File: config.mk
export PLATFORM = sky130hd
export DESIGN_NAME = program_sequencer
export DESIGN_NICKNAME = d
export VERILOG_FILES = /design/src/rtl/program_sequencer.sv
export SDC_FILE = /design/constraint.sdc
export NUM_CORES = 1
export LEC_CHECK = 0
export CAP_MARGIN = 30
export CORE_UTILIZATION = 30
export CTS_BUF_LIST = sky130_fd_sc_hd__clkbuf_4 sky130_fd_sc_hd__clkbuf_8
export CTS_CLUSTER_SIZE = 28
export DETAILED_ROUTE_END_ITERATION = 7
export DONT_BUFFER_PORTS = 1
export HOLD_SLACK_MARGIN = 0.02
export PLACE_DENSITY = 0.56
export REMOVE_ABC_BUFFERS = 1
export SYNTH_ARGS = -nofsm -noshare
export SYNTH_HDL_FRONTEND = slang
export SYNTH_SLANG_ARGS = --single-unit
File: constraint.sdc
create_clock -name clk -period 2.1 [get_ports clk]
set_input_delay 0.315 -clock clk [delete_from_list [all_inputs] [get_ports clk]]
set_output_delay 0.315 -clock clk [all_outputs]
set_load 0.05 [all_outputs]
File: src/rtl/program_sequencer.sv
// rtl/program_sequencer.sv - program-memory address sequencer with hardware call/return stack
//
// Purpose: generates the next program-memory fetch address for the 4-bit
// microprocessor. Supports sequential fetch, jumps, conditional jumps on the
// registered zero flag, hold, and subroutine call/return through a small stack.
//
// Optional feature macro: PS_STACK_ERR_EN
//   defined   - call when full jumps without pushing; over/underflow sets a
//               sticky stack_err until reset
//   undefined - call when full overwrites the oldest entry (circular buffer);
//               stack_err is tied to 0
//
// Ports:
//   clk          - system clock, rising edge
//   sync_reset_n - synchronous active-low reset
//   jmp          - unconditional jump to jmp_addr
//   jmp_nz       - jump to jmp_addr when dont_jmp is 0
//   dont_jmp     - registered zero flag from the computational unit
//   call         - push pc+1 and jump to jmp_addr
//   ret          - pop the return address and jump to it
//   hold         - freeze sequencing, re-fetch current pc
//   jmp_addr     - target address from the instruction word
//   pm_addr      - combinational next fetch address
//   pc           - address of the instruction now in the instruction register
//   stack_empty  - stack pointer is 0 (registered)
//   stack_full   - stack pointer equals STACK_DEPTH (registered)
//   stack_err    - sticky over/underflow flag

module program_sequencer #(
  parameter int              PC_W        = 8,
  parameter int              STACK_DEPTH = 4,
  parameter logic [PC_W-1:0] RESET_VEC   = '0
) (
  input  logic            clk,
  input  logic            sync_reset_n,
  input  logic            jmp,
  input  logic            jmp_nz,
  input  logic            dont_jmp,
  input  logic            call,
  input  logic            ret,
  input  logic            hold,
  input  logic [PC_W-1:0] jmp_addr,
  output logic [PC_W-1:0] pm_addr,
  output logic [PC_W-1:0] pc,
  output logic            stack_empty,
  output logic            stack_full,
  output logic            stack_err
);

  localparam int IDX_W = $clog2(STACK_DEPTH);
  localparam int SP_W  = IDX_W + 1;

  logic [PC_W-1:0]  stack_mem [STACK_DEPTH];
  logic [SP_W-1:0]  sp;
  logic [SP_W-1:0]  sp_nxt;
  logic [IDX_W-1:0] wr_idx;
  logic [IDX_W-1:0] wr_idx_nxt;
  logic [IDX_W-1:0] top_idx;
  logic [PC_W-1:0]  pc_inc;
  logic             active;
  logic             ret_ok;
  logic             do_pop;
  logic             push_req;
  logic             do_push;
  logic             err_set;

  always_comb begin
    pc_inc   = pc + PC_W'(1);
    // Top of stack is the slot just below the write index.
    top_idx  = wr_idx - IDX_W'(1);
    active   = sync_reset_n && !hold;
    ret_ok   = ret && !stack_empty;
    do_pop   = active && ret_ok;
    // A ret that wins over call suppresses the push entirely.
    push_req = active && call && !ret_ok;
`ifdef PS_STACK_ERR_EN
    do_push  = push_req && !stack_full;
    err_set  = (push_req && stack_full) || (active && ret && stack_empty);
`else
    do_push  = push_req;
    err_set  = 1'b0;
`endif
  end

  always_comb begin
    pm_addr = pc_inc;
    if (!sync_reset_n)           pm_addr = RESET_VEC;
    else if (hold)               pm_addr = pc;
    else if (ret_ok)             pm_addr = stack_mem[top_idx];
    else if (call)               pm_addr = jmp_addr;
    else if (jmp)                pm_addr = jmp_addr;
    else if (jmp_nz && !dont_jmp) pm_addr = jmp_addr;
  end

  always_comb begin
    sp_nxt     = sp;
    wr_idx_nxt = wr_idx;
    if (do_pop) begin
      sp_nxt     = sp - SP_W'(1);
      wr_idx_nxt = wr_idx - IDX_W'(1);
    end else if (do_push) begin
      // Pointer saturates at full; write index keeps wrapping so an
      // overflowing push replaces the oldest entry.
      if (!stack_full) sp_nxt = sp + SP_W'(1);
      wr_idx_nxt = wr_idx + IDX_W'(1);
    end
  end

  always_ff @(posedge clk) begin
    pc <= pm_addr;
    if (!sync_reset_n) begin
      sp          <= '0;
      wr_idx      <= '0;
      stack_empty <= 1'b1;
      stack_full  <= 1'b0;
    end else begin
      sp          <= sp_nxt;
      wr_idx      <= wr_idx_nxt;
      stack_empty <= (sp_nxt == '0);
      stack_full  <= (sp_nxt == SP_W'(STACK_DEPTH));
    end
  end

  // Stack contents need no reset; do_push is already gated by reset.
  always_ff @(posedge clk) begin
    if (do_push) stack_mem[wr_idx] <= pc_inc;
  end

`ifdef PS_STACK_ERR_EN
  logic err_q;
  always_ff @(posedge clk) begin
    if (!sync_reset_n) err_q <= 1'b0;
    else if (err_set)  err_q <= 1'b1;
  end
  assign stack_err = err_q;
`else
  logic unused_err;
  assign unused_err = err_set;
  assign stack_err  = 1'b0;
`endif

endmodule

Yosys cells after proc, flatten, opt, wreduce, memory -nomap -nowiden
Memories as Yosys holds them, arrays and structs flattened.
Index checks and enable logic that the tools add are counted.
Storage, ports and cells
  flip-flop bits (word level): 15
  latch bits: 0
  memory bits (writable): 32
  ROM bits: 0
  input bits: 16
  output and inout bits: 19
  word-level logic and storage cells: 37
  memories: 1
Memory list
  stack_mem: words 4, width 8, rd ports 1, clocked after Yosys merged registers in 0, wr ports 1, line 53  | logic [PC_W-1:0] stack_mem [STACK_DEPTH];
Cells by class
  $add $sub $neg: 5
  $mul: 0
  divide/modulo/power cells: 0
  magnitude comparators: 0
  eq/ne operators: 1
  shift operators: 0
  muxes and demuxes: 13
  bitwise logic cells: 0
  reduce and logical (&&, ||, !) cells: 12
Operators with widths (count)
  8-bit 2-to-1 mux: 6
  3-bit 2-to-1 mux: 3
  8-bit by 1-bit adder with 8-bit output, second input constant: 1
  1-bit logical AND: 6
  1-bit zero test: 4
  2-bit 2-to-1 mux: 2
  3-bit by 1-bit adder with 3-bit output, second input constant: 1
  3-bit equality test, second input constant: 1
  3-bit zero test: 1
  3-bit by 1-bit subtractor with 3-bit output, second input constant: 1
  2-bit by 1-bit adder with 2-bit output, second input constant: 1
  1-bit 2-to-1 mux: 2
  2-bit nonzero test: 1
  2-bit by 1-bit subtractor with 2-bit output, second input constant: 1

Depth between registers and ports, before layout
  word-level depth: 8
  depth in mapped cells: 8
  depth with buffers taken out: 6

Worst setup path before layout
OpenSTA, ideal clock, no wires.
  path kind: register -> output
  from: register wr_idx[0]
  to: output port pm_addr[2]
  arrival time: 2.884 ns
  required time: 1.785 ns
  path slack: -1.099 ns
  stages on the path, launching flop included: 8
  path buffers: 2
  cell sequence: dfxtp_1 -> buf_2 -> inv_1 -> ha_1 -> clkbuf_1 -> mux4_2 -> nor3_1 -> a311oi_1
Between the ends
  word-level cells in the longest chain between the ends: 5
RTL lines
  from (decl): line 56  | logic [IDX_W-1:0] wr_idx;
  from (signal assigned): line 118  | wr_idx <= wr_idx_nxt;
  2-bit by 1-bit subtractor with 2-bit output: line 70  | top_idx = wr_idx - IDX_W'(1);
  memory read 4 x 8 bit
  8-bit 2-to-1 mux: line 89  | else if (ret_ok) pm_addr = stack_mem[top_idx];
  8-bit 2-to-1 mux: line 88  | else if (hold) pm_addr = pc;
  8-bit 2-to-1 mux: line 87  | if (!sync_reset_n) pm_addr = RESET_VEC;
  to (decl): line 43  | output logic [PC_W-1:0] pm_addr,
Every way passes these cells.

Final worst setup path
  from: register wr_idx[0]
  to: output port pm_addr[4]
The elaborated chain is that of the path after synthesis.

==> results by group <==
Outcome
  – Status: complete, but fails checks
  – Failing checks: negative setup slack

Pwr
  – Cell Pwr Density: 772.2 mW/mm^2
  – Pleak: 0.001094 uW
  – Maximum VDD drop: 0.2546 mV

STA
  – Endpoints failing hold: 0
  – RSZ-0062 raised after global routing: yes
  – Slew Limit Fails: 0
  – Final setup fails: 7
  – WHS: 105.3 ps
  – Clock Skew: 6.012 ps
  – Max Clock Freq: 0.4559 GHz
  – Setup TNS: -481.5 ps
  – Period minus WS final: 2194 ps
  – Worst Setup Slack, final: -93.61 ps
  – Final worst path period share: 1.045

Layout
  – Fin nets: 243
  – Post-route insts no fill: 320
  – Antenna diodes: 0
  – Layout area overhead: 26.56%
  – Fill count: 729
  – Share of cells above drive strength 1: 0.3394
  – Final Cell Area: 0.002885 mm^2

Die
  – Die area: 0.007951 mm^2
  – Die W: 89.17 um
  – IO Pins: 35
  – Core area: 0.007292 mm^2
  – Rows: 31
  – Chip height: 89.17 um
  – Starting Density: 0.3126

Detailed routing
  – Detail Route Antenna Nets: 0
  – 1st-iter DRT viols: 73
  – Remaining DRCs: 0
  – Per-cell routed wire length: 18.30 um
  – Routed wire length: 5.857 mm
  – 1st-pass router iterations: 4
  – Vias: 1587
  – Vias per inst: 4.959

Placed design
  – Dpl hpwl: 4.141 mm
  – Placed Area: 0.002624 mm^2
  – Placed cells: 308
  – PortBufs: 0
  – GP Congestion: 0.7751

Critical path
  – CP top delay family: flip-flops
  – CP Capture Type: output pin
  – CP peak stage delay: 370 ps
  – Critical path type: register to output pin
  – Slowest CP cell: dfxtp_2
  – CP bufs+invs: 2
  – Worst path cell trace: inv_2 -> ha_4 -> buf_6 -> mux4_2 -> nand2_1 -> nand2_1 -> o221a_4
  – Worst EP required: 1780 ps
  – Critical path arrival: 1880 ps
  – Cell repeated most along the worst path: nand2_1
  – CP Launch Type: register
  – Crit-path max FO: 6

Synthesis
  – Dominant synthesized flop cell: edfxtp_1
  – Post-synth cell types: 45
  – Ys Warns: 0
  – Synthesized area per cell: 12.26 um^2
  – Synth Instances: 186
  – Seq/Total Area, Yosys: 0.5532
  – Register bit count reported by yosys: 47
  – Async SR Flop Fraction: 0
  – Syn Std Cell Area: 0.002280 mm^2
  – Post-synth EDFFs: 32

Hold path
  – Worst hold path type: primary input to register

CTS
  – Root buffer cell: clkbuf_8
  – Maximum clock path buffer count: 2
  – Clock slew at reported path FFs: 80 ps
  – Cts hold-fix bufs: 0
  – Clk_lat worst skew: 290 ps
  – TritonCTS clock tree: yes
  – Total CTS buffers: 5
  – H-Tree Depth: 2
  – Clock Sinks: 47

Flow run
  – Number of max-cap violations: 0

Global routing
  – Initial antenna violation count: 0
  – Global route overflow: 0
  – First-pass GRT wire length: 8.935 mm
  – Largest net degree at the start of global routing: 20
  – Total GRT Usage: 0.1596
  – Vias in the first global route: 1647
placed cells by master (no fill, tap or decap), drive strengths merged, types with 3 or more instances in the layout:
cell type | synthesis | final
nand4 | 3 | 3
clkbuf | 6 | 5
o211ai | 3 | 3
xor2 | 4 | 4
inv | 11 | 11
nor2b | 6 | 6
nor2 | 7 | 7
nand2 | 10 | 10
and3 | 6 | 6
mux2i | 3 | 3
nand2b | 6 | 6
dfxtp | 15 | 15
o21ai | 9 | 9
a21oi | 10 | 10
nand3 | 6 | 6
buf | 4 | 37
mux4 | 8 | 8
edfxtp | 32 | 32
ha | 7 | 7
power breakdown:
part           switching, uW  internal, uW  total [uW]
sequential              35.2          1040        1070
combinational            311           201         512
clock                    294           349         643
per-layer routing:
layer	global-route usage	vias up	part of all wire
met2	0.2741	36	0.52
li1	-	766	-
met5	0	-	0
met4	0.05195	0	0.012
met3	0.04524	7	0.054
met1	0.1935	778	0.41
per-stage QoR:
step | util | setup slack, ps | power, uW
after floorplan | - | -1059 | 1396
after global placement | 0.3598 | 77.16 | 1549
after detailed placement | 0.3598 | 38.99 | 1554
after CTS | 0.3912 | -93.08 | 2235
after global routing | 0.3957 | -163.3 | 2321
final | 0.3957 | -93.61 | 2228
final cells by class:
type	count	area [um^2]	share of cell area
Sequential cell	47	1266	0.4389
Multi-Input combinational cell	118	1025	0.3552
Timing Repair Buffer	37	321.6	0.1114
Tap cell	99	123.9	0.04293
Clock buffer	5	68.82	0.02385
Inverter	11	41.29	0.01431
Clock inverter	3	38.79	0.01344
cells in the mapped netlist (all sizes together) (2+ instances only):
cell type,count,area [um^2]
mux2i,3,30.03
clkbuf,6,22.52
ha,7,87.58
edfxtp,32,960.9
a21oi,10,50.05
o21ai,9,45.04
and3b,2,17.52
mux4,8,180.2
buf,4,28.78
nand2,10,37.54
nand3,6,30.03
and2,2,15.02
o311a,2,20.02
o211ai,3,22.52
nand2b,6,37.54
o221a,2,22.52
or3,2,12.51
dfxtp,15,300.3
nor2,7,28.78
nor3,2,10.01
a211oi,2,15.01
inv,11,41.29
and3,6,37.54
nor2b,6,37.54
xor2,4,35.03
a32oi,2,17.52
xnor2,2,17.52
nand4,3,18.77
logic make-up after synthesis:
group | Yosys count | share of synthesized area
AOI/OAI and AO/OA | 37 | 0.1087
DFF | 47 | 0.5532
muxes | 12 | 0.09879
adders and majority gates | 7 | 0.03842
and+or+nand+nor | 55 | 0.1356
buffers and inverters | 21 | 0.04062
xor gates and xnor gates | 6 | 0.02305
other | 1 | 0.001645
state kept, by name (all words and copies together) (netlist names):
register,flops
sp,3
pc,8
stack_empty,1
stack_mem,32
wr_idx,2
stack_full,1
what timing repair did:
| item | CTS | global route |
|---|---|---|
| pin swaps | 6 | 4 |
| buffers inserted | 2 | 2 |
| resized for setup | 25 | 5 |
| gates cloned | 0 | 0 |
| endpoints found under the setup margin | 8 | 8 |
worst paths after layout:
check	startpoint	endpoint	slack (ps)	cells after the start
setup reg to reg	wr_idx[0]$_SDFFE_PN0P_	pc[4]$_DFF_P_	390	7
hold reg to reg	sp[2]$_SDFF_PN0_	sp[2]$_SDFF_PN0_	510	2
setup / recovery	wr_idx[0]$_SDFFE_PN0P_	pm_addr[4]	-90	7
hold / removal	sync_reset_n	stack_empty$_SDFF_PN1_	110	1
Power figures use the tool's default switching activity.
==> patch, RTL diff (config.mk and constraints unchanged) <==
Change the parameter `PC_W` from 8 to 12.
--- a/src/rtl/program_sequencer.sv
+++ b/src/rtl/program_sequencer.sv
@@ -28,5 +28,5 @@
 
 module program_sequencer #(
-  parameter int              PC_W        = 8,
+  parameter int              PC_W        = 12,
   parameter int              STACK_DEPTH = 4,
   parameter logic [PC_W-1:0] RESET_VEC   = '0
Interface: changed (resized jmp_addr, pc and pm_addr); port bits go from 35 to 47. The function was not compared with the original's and may differ.
==> patch against the unedited design <==
- the flow still finishes with violations (negative setup slack)
- design area rose by 45%
- area after synthesis up 37%
- via count up 37%
- sequential cell count grew 20
- die area is 36% higher
- total power grew 50%
- first-iteration DRC count increased by 27%
- routed wire length grew 33%
- register-to-register slack got worse by 0.04 ns
- setup slack worse by 0.10 ns
- critical path type unchanged
==> patch: results (changes against the unedited design) <==
pwr:
  leakage_nw: 1.57  # +44%
  ir_drop_mv: 0.379  # +49%
  power.share.switching: 0.286  # -0.00166
clock_network:
  h-tree-depth: 3  # +1
  cts_root_buf: "clkbuf_8"
  clockBufferDepth: 2  # unchanged
  clock_latency_ns: 0.34  # +0.05 ns
  cts_buffers: 9  # +4
  path_clk_slew_ns: 0.08  # about the same
grt:
  first_global_vias: 2251  # +37%
  antenna_found_initial: 0  # unchanged
  grt_pass1_wl_mm: 12.3  # +38%
  grt_max_degree: 22  # +10%
  grt_util_all_layers: 0.153  # -0.00688
layout:
  drive_gt1_frac: 0.401  # +0.0619
  largestRegisters: "stack_mem (48), pc (12), sp (3)"
  diodes: 0  # unchanged
  finalNetCount: 326  # +34%
timing:
  fin_ws_ns: -0.194  # -0.100 ns
  finalSetupViolCount: 12  # +5
  tns_ns: -1.62  # -1.14 ns
  finClkSkew_ns: 0.00939  # +0.00338 ns
yosys:
  synth_compound_area_frac: 0.108  # -0.000943
  synth_seq_area_share: 0.583  # +0.0299
  synth-xor-area-share: 0.0336  # +0.0106
  muxShareOfSynthArea: 0.0889  # -0.00989
  yosysWarningCount: 0  # unchanged
  netlist_top_cells_area: "edfxtp_1, dfxtp_1, mux4_2"
  synth_common_cells: "edfxtp_1, nor2_1, dfxtp_1, o21ai_0, nand2_1"
  synthAdderAreaFrac: 0.0280  # -0.0104
  synth_cell_type_count: 47  # +4.4%
  synth_edf_count: 48  # +50%
  yosys_register_bits: 67  # +43%
  ys.flop_type: "edfxtp_1"
  async_reset_ff_frac: 0  # unchanged
routing:
  drt-initial-drc-count: 93  # +27%
  firstDrtPassIters: 4  # unchanged
  routedWlPerCell_um: 17.8  # -2.6%
  vias: 2171  # +37%
placement:
  dp_hpwl_mm: 5.29  # +28%
  place_congestion: 0.739  # -4.7%
  place.port_buffers: 0  # unchanged
setup_path:
  cpPeakStageDelay_ns: 0.36
  path_max_fanout: 6  # unchanged
  cp_slowest_cell: "dfxtp_2"
  path_delay_family: "flip-flops"
  crit_arrival_ns: 1.98  # +0.10 ns
status:
  status: "complete, but fails checks"
  violations: "negative setup slack"
hold_path:
  min_path_type: "in -> reg"
-- patch: cell types whose count changed after synthesis, sizes merged, moves of 3 or more --
cell | unedited run | this run
inv | 11 | 7
dfxtp | 15 | 19
nand2 | 10 | 15
nor2 | 7 | 21
xor2 | 4 | 7
edfxtp | 32 | 48
o211ai | 3 | 0
o21ai | 9 | 21
mux2i | 3 | 0
mux4 | 8 | 12
xnor2 | 2 | 5
buf | 4 | 8
nand2b | 6 | 1
-- patch: what timing repair did --
item / in CTS / in global routing
resized for setup: 28 / 9
endpoints found under the setup margin: 12 / 12
pin swaps: 12 / 6
setup buffers: 3 / 1
-- patch: logic make-up (layout without fill, tap and decap cells) --
| logic type | Yosys count | count (layout) |
|---|---|---|
| compound gates | 51 | 51 |
| xor+xnor | 12 | 12 |
| fa+ha+maj | 7 | 7 |
| buf+inv | 19 | 85 |
| flops | 67 | 67 |
| mux | 12 | 12 |
| other cells | 1 | 1 |
| simple gates | 69 | 69 |
-- patch: cell type report --
class                           instances  area [sq um]
Clock buffer                           10           138
Clock inverter                          6          65.1
Fill cell                             917          5780
Inverter                                7          26.3
Multi-Input combinational cell        152          1320
Sequential cell                        67          1830
Tap cell                              133           166
Timing Repair Buffer                   62           627
-- patch: worst register-to-register path, cell delays in order (launching register included) --
cell,delay [ns]
dfxtp_2,0.36
buf_12,0.17
mux4_1,0.56
nor2_1,0.10
a311oi_1,0.05
a31o_2,0.35
-- patch: worst paths after layout --
check	cells after the start	endpoint	slack [ns]	from
setup reg to reg	5	pc[1]$_DFF_P_	0.35	wr_idx[0]$_SDFFE_PN0P_
hold reg to reg	2	sp[2]$_SDFF_PN0_	0.59	sp[2]$_SDFF_PN0_
setup / recovery	8	pm_addr[6]	-0.19	wr_idx[0]$_SDFFE_PN0P_
hold / removal	1	stack_empty$_SDFF_PN1_	0.05	sync_reset_n
-- patch: metal layers --
| metal | part of all wire | wire [um] | track usage |
|---|---|---|---|
| met2 | 0.51 | 3960 | 0.262 |
| met4 | 0.016 | 127 | 0.0643 |
| met3 | 0.057 | 448 | 0.0351 |
| met5 | 0 | 0 | 0 |
| met1 | 0.42 | 3260 | 0.183 |
-- patch: stage by stage --
step	hold WS, ns	std cells	setup WS [ns]	total power [mW]	cell area (sq um)
2_1_floorplan	0.406	226	-0.964	1.95	3050
3_3_place_gp	0.412	417	0.0316	2.23	3790
3_5_place_dp	0.417	417	0.0494	2.24	3790
4_1_cts	0.0465	436	-0.223	3.35	4120
5_1_grt	0.0502	437	-0.273	3.48	4170
6_report	0.0528	437	-0.194	3.35	4170
-- patch: power groups by stage --
stage	registers, mW	clock network (mW)	logic, mW
after floorplan	1.64	0	0.308
after global placement	1.54	0	0.692
after detailed placement	1.54	0	0.699
after CTS	1.51	1.09	0.742
after global routing	1.52	1.15	0.807
final	1.52	1.08	0.756
